File: src/rtl/hdmi_island_pkg.sv
// Shared constants and state definitions for the HDMI data-island scheduler.
//   PREAMBLE_LEN / GUARD_LEN / PACKET_LEN : fixed island framing lengths in pixel clocks
//   island_state_e / ST_*                  : FSM state encoding (ST_* are the legacy-style constants)
//   slot_budget()                          : packet slots that fit in one horizontal blanking
package hdmi_island_pkg;

    localparam int PREAMBLE_LEN = 8;
    localparam int GUARD_LEN    = 2;
    localparam int PACKET_LEN   = 32;

    typedef enum logic [2:0] {
        ISL_IDLE        = 3'd0,
        ISL_DELAY       = 3'd1,
        ISL_PREAMBLE    = 3'd2,
        ISL_LEAD_GUARD  = 3'd3,
        ISL_PACKET      = 3'd4,
        ISL_TRAIL_GUARD = 3'd5
    } island_state_e;

    localparam logic [2:0] ST_IDLE        = ISL_IDLE;
    localparam logic [2:0] ST_DELAY       = ISL_DELAY;
    localparam logic [2:0] ST_PREAMBLE    = ISL_PREAMBLE;
    localparam logic [2:0] ST_LEAD_GUARD  = ISL_LEAD_GUARD;
    localparam logic [2:0] ST_PACKET      = ISL_PACKET;
    localparam logic [2:0] ST_TRAIL_GUARD = ISL_TRAIL_GUARD;

    // Whole packets that fit between the start delay and the video reserve,
    // capped by the per-island HDMI limit. Never negative.
    function automatic int slot_budget(input int h_blank, input int start_delay,
                                       input int video_reserve, input int max_packets);
        int avail;
        avail = (h_blank - start_delay - PREAMBLE_LEN - 2 * GUARD_LEN - video_reserve) / PACKET_LEN;
        if (avail < 0) avail = 0;
        return (avail < max_packets) ? avail : max_packets;
    endfunction

endpackage

File: src/rtl/rr_arbiter.sv
// Round-robin arbiter for the island packet slots.
//   clk_i, rst_ni  : clock, asynchronous active-low reset
//   req_i          : level requests, one per source
//   advance_i      : the current winner is taken; move the pointer past it
//   grant_o        : one-hot winner (combinational), zero when no request
//   grant_idx_o    : index of the winner
// The search starts at the pointer; after an accepted grant the pointer
// becomes winner+1 (mod NUM_REQ), so the winner has lowest priority next time.
module rr_arbiter
    import hdmi_island_pkg::*;
#(
    parameter int NUM_REQ = 3
) (
    input  logic               clk_i,
    input  logic               rst_ni,
    input  logic [NUM_REQ-1:0] req_i,
    input  logic               advance_i,
    output logic [NUM_REQ-1:0] grant_o,
    output logic [2:0]         grant_idx_o
);

    localparam int IDX_W = (NUM_REQ > 1) ? $clog2(NUM_REQ) : 1;

    logic [IDX_W-1:0] ptr_q;
    logic [IDX_W-1:0] win_idx;
    logic [IDX_W-1:0] cand;
    logic             found;

    always_comb begin
        grant_o = '0;
        win_idx = '0;
        cand    = '0;
        found   = 1'b0;
        for (int k = 0; k < NUM_REQ; k++) begin
            cand = IDX_W'((int'(ptr_q) + k) % NUM_REQ);
            if (!found && req_i[cand]) begin
                found          = 1'b1;
                win_idx        = cand;
                grant_o[cand]  = 1'b1;
            end
        end
    end

    assign grant_idx_o = 3'(win_idx);

    always_ff @(posedge clk_i or negedge rst_ni) begin
        if (!rst_ni) begin
            ptr_q <= '0;
        end else if (advance_i) begin
            ptr_q <= (win_idx == IDX_W'(NUM_REQ - 1)) ? '0 : win_idx + 1'b1;
        end
    end

endmodule

File: src/rtl/hdmi_data_island_scheduler.sv
// Schedules one HDMI data island into the horizontal blanking of every line and
// shares its packet slots among NUM_REQ sources by round-robin.
//   pixelClock, resetN : pixel clock, asynchronous active-low reset
//   hBlankStart        : 1-clock pulse on the first blanking clock of a line
//   dataEnable         : active video; high while an island is in progress is a timing fault
//   req / grant        : request/grant pair per source (see below)
//   packetActive       : high for the 32 clocks of a packet slot
//   packetCycle        : 0..31 position inside the current slot
//   packetSource       : index of the source owning the current slot
//   islandPreamble     : high for the 8 preamble clocks
//   islandGuard        : high for the leading and trailing 2-clock guard bands
//   overrunError       : sticky timing-fault flag, cleared only by reset
//   debugState         : current FSM state (ST_* encoding)
//
// Request/grant: req[i] is a level held until granted. Requests are sampled
// only on the last clock of the leading guard or of a packet slot. grant[i]
// pulses for one clock together with packetCycle==0 of the slot it owns; the
// source drops req for that slot and may raise it again from the next clock.
module hdmi_data_island_scheduler
    import hdmi_island_pkg::*;
#(
    parameter int NUM_REQ       = 3,
    parameter int H_BLANK       = 370,
    parameter int START_DELAY   = 4,
    parameter int VIDEO_RESERVE = 12,
    parameter int MAX_PACKETS   = 18
) (
    input  logic               pixelClock,
    input  logic               resetN,
    input  logic               hBlankStart,
    input  logic               dataEnable,
    input  logic [NUM_REQ-1:0] req,
    output logic [NUM_REQ-1:0] grant,
    output logic               packetActive,
    output logic [4:0]         packetCycle,
    output logic [2:0]         packetSource,
    output logic               islandPreamble,
    output logic               islandGuard,
    output logic               overrunError,
    output logic [2:0]         debugState
);

    localparam int         MAXP   = slot_budget(H_BLANK, START_DELAY, VIDEO_RESERVE, MAX_PACKETS);
    localparam logic [4:0] MAXP_C = 5'(MAXP);
    // The pulse clock itself counts as the first delay clock.
    localparam int         DELAY_LEN = (START_DELAY > 1) ? START_DELAY - 1 : 1;
    localparam int         PH_W      = (DELAY_LEN > 32) ? $clog2(DELAY_LEN) : 5;

    logic [2:0]         state_q, state_d;
    logic [PH_W-1:0]    phase_q, phase_d;
    logic [4:0]         count_q, count_d;
    logic [NUM_REQ-1:0] grant_q, grant_d;
    logic [2:0]         src_q, src_d;
    logic               err_q, err_d;

    logic               phase_last;
    logic               boundary;
    logic               can_pack;
    logic               advance;
    logic [NUM_REQ-1:0] arb_grant;
    logic [2:0]         arb_idx;

    always_comb begin
        phase_last = 1'b0;
        case (state_q)
            ST_DELAY:                      phase_last = (phase_q == PH_W'(DELAY_LEN - 1));
            ST_PREAMBLE:                   phase_last = (phase_q == PH_W'(PREAMBLE_LEN - 1));
            ST_LEAD_GUARD, ST_TRAIL_GUARD: phase_last = (phase_q == PH_W'(GUARD_LEN - 1));
            ST_PACKET:                     phase_last = (phase_q == PH_W'(PACKET_LEN - 1));
            default:                       phase_last = 1'b0;
        endcase
    end

    assign boundary = phase_last && ((state_q == ST_LEAD_GUARD) || (state_q == ST_PACKET));
    assign can_pack = (|req) && (count_q < MAXP_C);
    // A fault on a boundary clock suppresses the grant and leaves the pointer alone.
    assign advance  = boundary && can_pack && !dataEnable;

    rr_arbiter #(
        .NUM_REQ (NUM_REQ)
    ) u_arb (
        .clk_i       (pixelClock),
        .rst_ni      (resetN),
        .req_i       (req),
        .advance_i   (advance),
        .grant_o     (arb_grant),
        .grant_idx_o (arb_idx)
    );

    always_comb begin
        state_d = state_q;
        phase_d = phase_q + 1'b1;
        count_d = count_q;
        grant_d = '0;
        src_d   = src_q;
        err_d   = err_q;
        if ((state_q != ST_IDLE) && dataEnable) begin
            state_d = ST_IDLE;
            phase_d = '0;
            count_d = '0;
            err_d   = 1'b1;
        end else begin
            case (state_q)
                ST_IDLE: begin
                    phase_d = '0;
                    if (hBlankStart && (|req) && (MAXP > 0)) begin
                        state_d = (START_DELAY > 1) ? ST_DELAY : ST_PREAMBLE;
                        count_d = '0;
                    end
                end
                ST_DELAY: begin
                    if (phase_last) begin
                        state_d = ST_PREAMBLE;
                        phase_d = '0;
                    end
                end
                ST_PREAMBLE: begin
                    if (phase_last) begin
                        state_d = ST_LEAD_GUARD;
                        phase_d = '0;
                    end
                end
                ST_LEAD_GUARD, ST_PACKET: begin
                    if (phase_last) begin
                        phase_d = '0;
                        if (can_pack) begin
                            state_d = ST_PACKET;
                            grant_d = arb_grant;
                            src_d   = arb_idx;
                            count_d = count_q + 1'b1;
                        end else begin
                            state_d = ST_TRAIL_GUARD;
                        end
                    end
                end
                ST_TRAIL_GUARD: begin
                    if (phase_last) begin
                        state_d = ST_IDLE;
                        phase_d = '0;
                        count_d = '0;
                    end
                end
                default: begin
                    state_d = ST_IDLE;
                    phase_d = '0;
                    count_d = '0;
                end
            endcase
        end
    end

    always_ff @(posedge pixelClock or negedge resetN) begin
        if (!resetN) begin
            state_q <= ST_IDLE;
            phase_q <= '0;
            count_q <= '0;
            grant_q <= '0;
            src_q   <= '0;
            err_q   <= 1'b0;
        end else begin
            state_q <= state_d;
            phase_q <= phase_d;
            count_q <= count_d;
            grant_q <= grant_d;
            src_q   <= src_d;
            err_q   <= err_d;
        end
    end

    // Framing is decoded straight from registered state so that a fault or an
    // asynchronous reset clears it without any extra pipeline stage.
    assign islandPreamble = (state_q == ST_PREAMBLE);
    assign islandGuard    = (state_q == ST_LEAD_GUARD) || (state_q == ST_TRAIL_GUARD);
    assign packetActive   = (state_q == ST_PACKET);
    assign packetCycle    = packetActive ? phase_q[4:0] : 5'd0;
    assign packetSource   = packetActive ? src_q : 3'd0;
    assign grant          = grant_q;
    assign overrunError   = err_q;
    assign debugState     = state_q;

endmodule

File: config.mk
export PLATFORM = sky130hd
export DESIGN_NAME = hdmi_data_island_scheduler
export DESIGN_NICKNAME = d
export VERILOG_FILES = /design/src/rtl/hdmi_island_pkg.sv /design/src/rtl/rr_arbiter.sv /design/src/rtl/hdmi_data_island_scheduler.sv
export SDC_FILE = /design/constraint.sdc
export NUM_CORES = 1
export LEC_CHECK = 0
export CAP_MARGIN = 20
export CORE_MARGIN = 1.5
export CORE_UTILIZATION = 40
export DETAILED_ROUTE_END_ITERATION = 10
export GPL_TIMING_DRIVEN = 0
export SYNTH_ARGS = -nofsm -noshare
export SYNTH_HDL_FRONTEND = slang
export SYNTH_HIERARCHICAL = 1
export SYNTH_SLANG_ARGS = --single-unit
File: constraint.sdc
create_clock -name pixelClock -period 2.6 [get_ports pixelClock]
set_clock_uncertainty 0.2 [all_clocks]
set_input_delay 0.52 -clock pixelClock [delete_from_list [all_inputs] [get_ports pixelClock]]
set_output_delay 0.52 -clock pixelClock [all_outputs]
set_load 0.03 [all_outputs]
== Word-level counts from Yosys, hierarchy flattened ==
Index checks and enable logic that the tools add are counted.

* Bits in registers: 21
* Input bits: 7
* Output and inout port bits: 18
* Word-level logic and storage cells: 113

* Add/subtract/negate cells: 5
* Div/mod/pow operators: 3
* $lt $le $gt $ge: 7
* Eq/ne operators: 17
* Multiplexer cells: 45
* Bitwise logic cells: 3
* Reductions and logical operators: 26

{| class="wikitable"
|+ Operators with widths
! kind !! number
|-
| remainder unit 32 x 3 -> 32 bit (second input constant) || 2
|-
| two-way mux 5 bit || 9
|-
| two-way mux 3 bit || 13
|-
| remainder unit 3 x 3 -> 32 bit (second input constant) || 1
|-
| case mux 5 bit (4 select lines) || 1
|-
| inequality test 3 bit (second input constant) || 5
|-
| case mux 3 bit (5 select lines) || 1
|-
| logical AND 1 bit || 11
|-
| adder 5 x 1 -> 5 bit (second input constant) || 2
|-
| two-way mux 2 bit || 5
|-
| AND reduction 5 bit || 2
|-
| less-than comparator 2 x 3 -> 1 bit (second input constant) || 3
|-
| two-way mux 1 bit || 9
|-
| binary-select mux 1 bit (select 2 bit) || 3
|-
| demux 1 bit (select 2 bit) || 3
|-
| == test 3 x 2 -> 1 bit (second input constant) || 2
|-
| == test 3 bit (second input constant) || 2
|-
| >= comparator 2 x 1 -> 1 bit (second input constant) || 3
|-
| OR 3 bit || 2
|-
| OR reduction 2 bit || 3
|-
| == test 5 x 1 -> 1 bit (second input constant) || 1
|-
| == test 5 x 2 -> 1 bit (second input constant) || 1
|-
| == test 5 x 3 -> 1 bit (second input constant) || 1
|-
| == test 5 bit (second input constant) || 1
|-
| 17 further kinds || 20
|}

== Longest topological paths before layout ==
* Depth after elaboration: 14
* Depth in mapped cells: 8
* Gate-level depth less buffers: 7

== By module ==
The synthesis kept the hierarchy.

{| class="wikitable"
|+ Modules (own cells, without submodules)
! module !! instances !! cells an instance !! area each (um^2) !! seq. area each (um^2)
|-
| hdmi_data_island_scheduler || 1 || 116 || 1178.6 || 500.5
|-
| rr_arbiter || 1 || 53 || 442.9 || 50.0
|}

== Worst setup path after synthesis ==
No wires, ideal clock.

* Path kind: flip-flop to output port
* Start point: register state_q[2], in the netlist debugState[2]
* End point: output packetCycle[0]
* Arrival: 1.582 ns
* Data required time: 1.880 ns
* Setup slack: 0.298 ns
* Stages on the path, launching flop included: 4
* Buffers on the path: 0
* Path through: dfrtp_1 -> or3b_1 -> inv_1 -> and2_1

* Cells in the longest elaborated chain, start to end: 2

{| class="wikitable"
|+ RTL lines
! item !! line !! text
|-
| from (decl) || hdmi_data_island_scheduler.sv:49 || <nowiki>logic [2:0] state_q, state_d;</nowiki>
|-
| from (signal assigned) || hdmi_data_island_scheduler.sv:161 || <nowiki>state_q <= state_d;</nowiki>
|-
| == test 3 bit || hdmi_data_island_scheduler.sv:174 || <nowiki>assign packetActive = (state_q == ST_PACKET);</nowiki>
|-
| via packetActive || hdmi_data_island_scheduler.sv:34 || <nowiki>output logic packetActive,</nowiki>
|-
| two-way mux 5 bit || hdmi_data_island_scheduler.sv:175 || <nowiki>assign packetCycle = packetActive ? phase_q[4:0] : 5'd0;</nowiki>
|-
| to (decl) || hdmi_data_island_scheduler.sv:35 || <nowiki>output logic [4:0] packetCycle,</nowiki>
|}

The timed path passes the listed nets, and every way through them passes these cells.

== Final worst setup path ==
* Start point: register state_q[0], in the netlist debugState[0]
* End point: output packetActive

* Cells in the longest elaborated chain, start to end: 1

{| class="wikitable"
|+ RTL lines
! item !! line
|-
| == test 3 bit || hdmi_data_island_scheduler.sv:174
|-
| to (decl) || hdmi_data_island_scheduler.sv:34
|}

Every way passes these cells.

==> flow_summary.yaml <==
status:
  outcome: "finished, final reports clean"
setup_path:
  critical_path_launch_point_type: "flip-flop"
  timing.critical_path.slowest_cell_delay_ps: 470
  worstPathBufferInverterCount: 2
  critical_path_peak_fanout: 9
  cell_by_cell_trace_of_the_critical_path: "or3b_1 -> inv_1 -> dlygate4sd2_1"
  worst_setup_path_end_kind: "primary output"
  reg2reg_slack_ps: 280
  capture_point_of_the_worst_reg_to_reg_path: "src_q[1]"
  worst_ep_arrival_time_ps: 1760
  worst_path_max_delay_cell: "or3b_1"
  r2r-start: "debugState[2]"
  worst_ep_required_time_ps: 1880
  worstSetupPathType: "reg -> out"
  critPathTopFamily: "buffers and inverters"
  r2r.worst_path.cells: 6
sta:
  finalSetupViolCount: 0
  hold_viol_final: 0
  maxSlewViolCount: 0
  setup_repair_after_global_routing_missed_its_margin: "no"
  post_route_minimum_period_ps: 2484
  hold_ws_ps: 266.5
  clock.fmax_mhz: 402.6
  finalCritPeriodShare_pct: 95.53
clock_tree:
  clock_transition_time_at_the_flip_flop_clock_pins_of_the_worst_setup_and_hold_paths_ps: 80
  max-clock-path-buffers: 2
  clock_sink_count: 22
  insertion_delay_ps: 260
  tritoncts: "built"
  cts.hold.buffers_added: 0
  clk_root_buffer_cell: "clkbuf_8"
  cts-htree-levels: 1
  cts-resized-gates: 17
  post-cts-setup-buffer-count: 0
  numCtsBuffers: 3
yosys:
  syn-instance-count: 169
  syn_area_mm2: 0.001622
  synthesis.area_per_instance_um2: 9.595
  synth-compound-area-share_pct: 19.68
  asyncSetResetFlopFracSynth_pct: 100.0
  yosys_warnings: 6
  post_synth_and_or_nand_nor_area_fraction_pct: 26.00
  synth_xor_xnor_area_share_pct: 2.701
  synth-seq-area-share_pct: 33.95
  synthFlopType: "dfrtp_1"
  post-synth-top-area-fraction_pct: 33.95
  synth.largest_area_cell: "dfrtp_1"
  post_synth_fa_ha_maj_area_fraction_pct: 4.630
  yosys-mux-area-fraction_pct: 7.407
  syn_nets: 182
  synth.area.top_cells: "dfrtp_1 34%, ha_1 4.6%, and2_1 4.2%, mux2_1 3.5%, a21oi_1 2.5%"
  post_synth_num_cell_types: 59
  post_synthesis_register_bit_count: 22
  combinational_family_with_the_most_area_after_synthesis: "simple AND/OR/NAND/NOR gates"
  synth_edf_count: 0
layout:
  final_cell_mix: "22 x dfrtp_1, 11 x and2_1, 11 x clkdlybuf4s50_1, 10 x nor2_1"
  area_delta_synth_final_pct: 20.37
  layout-drive-gt1-share_pct: 17.77
  final.fill_count: 342
  num_antenna_cells: 0
  fin_area_mm2: 0.001952
  finish.net_count: 212
  mostFrequentLayoutCell: "dfrtp_1"
floorplan:
  core.rowCount: 22
  die-width_um: 66.67
  io_pins: 25
  design.core.area_mm2: 0.003771
  dieHeight_um: 66.67
  start_util_pct: 43.00
  die-area_mm2: 0.004445
drt:
  routed_wire_per_std_cell_um: 13.68
  route.final.wire_length_mm: 3.351
  dr.first_iter.drc_count: 54
  detail_route.vias_per_cell: 5.380
  num_vias: 1318
  drt.antenna.violating_nets: 0
  detail_route.first_pass.iterations: 4
  drc: 0
min_path:
  worstHoldPathType: "reg -> reg"
  worst_hold_path_depth: 1
  hold_path_sink: "overrunError"
  holdCritStartpoint: "overrunError"
grt:
  grt_first_pass_wirelength_mm: 5.720
  overflow: 0
  pin_count_of_the_biggest_net_entering_global_routing: 23
  first_global_vias: 1238
  grt_usage_pct: 16.57
  grt_antenna_before_repair: 0
pwr:
  ir_worst_vdd_uv: 244.5
  power_density_mw_per_mm2: 507.0
  p_leak_nw: 0.9422
job:
  timing.max_cap.violations: 0
placement:
  port_buffers: 24
  placement_cell_area_mm2: 0.001922
  last_weighted_congestion_value_of_the_routability_driven_placer: 0.8371
  place_hpwl_mm: 2.447
cell type report:
class                           instances  area, µm²  share of cell area (%)
Multi-Input combinational cell        131      983.4                   50.38
Sequential cell                        22      550.5                   28.21
Timing Repair Buffer                   25      229.0                   11.73
Buffer                                  9      61.31                   3.141
Tap cell                               48      60.06                   3.077
Clock buffer                            3      41.29                   2.115
Inverter                                7      26.28                   1.346
sequential cells by signal (all words and copies together), names as in the netlist:
register,count
u_arb/ptr_q,2
phase_q,5
debugState,3
src_q,3
grant,3
count_q,5
overrunError,1
Yosys cell counts, types with 2 or more instances:
| cell type | number |
|---|---|
| nor2_1 | 10 |
| nand2b_1 | 3 |
| buf_6 | 2 |
| o21ai_0 | 5 |
| and2_1 | 11 |
| nor3b_1 | 2 |
| nor2b_1 | 4 |
| mux2_4 | 2 |
| ha_1 | 6 |
| a211oi_2 | 2 |
| a22o_1 | 2 |
| mux2_1 | 5 |
| buf_2 | 4 |
| or3_1 | 4 |
| nor3_1 | 5 |
| inv_1 | 7 |
| nand3b_1 | 2 |
| nand3_1 | 4 |
| and2b_2 | 2 |
| a21o_1 | 3 |
| or3b_1 | 2 |
| xnor2_1 | 2 |
| buf_4 | 2 |
| a211o_1 | 2 |
| o22ai_1 | 2 |
| a21oi_2 | 2 |
| xor2_1 | 3 |
| nand2_1 | 8 |
| a21oi_1 | 8 |
| dfrtp_1 | 22 |
| mux2i_1 | 2 |
| o31a_1 | 2 |
where the power goes:
group	internal (W)	switching (W)
clock network	0.000103	0.000109
registers	0.000364	0.0000285
logic	0.000178	0.000207
total	0.000645	0.000345
metrics by stage:
step / setup WS (ps) / std cells / setup TNS (ps) / power (W) / utilization, %
2_1_floorplan: 298.1 / 169 / 0 / 0.0006808 / -
3_3_place_gp: -187.8 / 241 / -1066 / 0.0007686 / 50.96
3_5_place_dp: -197.8 / 241 / -1046 / 0.0007799 / 50.96
4_1_cts: 2.189 / 244 / 0 / 0.0009923 / 51.89
5_1_grt: 16.16 / 245 / 0 / 0.001058 / 51.76
6_report: 116.2 / 245 / 0 / 0.0009896 / 51.76
metal layers:
layer	up-vias	share of wire [%]	track usage (%)
li1	668	-	-
met1	632	50	22.95
met2	16	47	27.50
met4	0	0.51	4.592
met5	-	0	0
met3	2	2.4	1.520
worst max-delay path by stage:
| stage | to | slack [ps] | cells after the start | startpoint |
|---|---|---|---|---|
| after floorplan | packetCycle[0] | 300 | 3 | debugState[2] |
| after global placement | count_q[0] | -190 | 6 | req[1] |
| after detailed placement | count_q[1] | -200 | 6 | req[1] |
| after CTS | packetCycle[3] | 2 | 4 | debugState[0] |
| after global routing | packetActive | 20 | 3 | debugState[0] |
| final | packetActive | 120 | 3 | debugState[0] |
logic make-up after synthesis:
logic type / after synthesis
compound gates: 42
xor+xnor: 5
fa+ha+maj: 6
buf+inv: 16
flops: 22
mux: 10
other cells: 1
simple gates: 67
worst register-to-register path, stage by stage, from the launching register on:
cell,delay [ps]
dfrtp_1,420
buf_2,190
nand2b_1,230
nor3_1,220
o22ai_2,140
nor3_4,430
mux2_1,370
(Power assumes the default switching activity.)
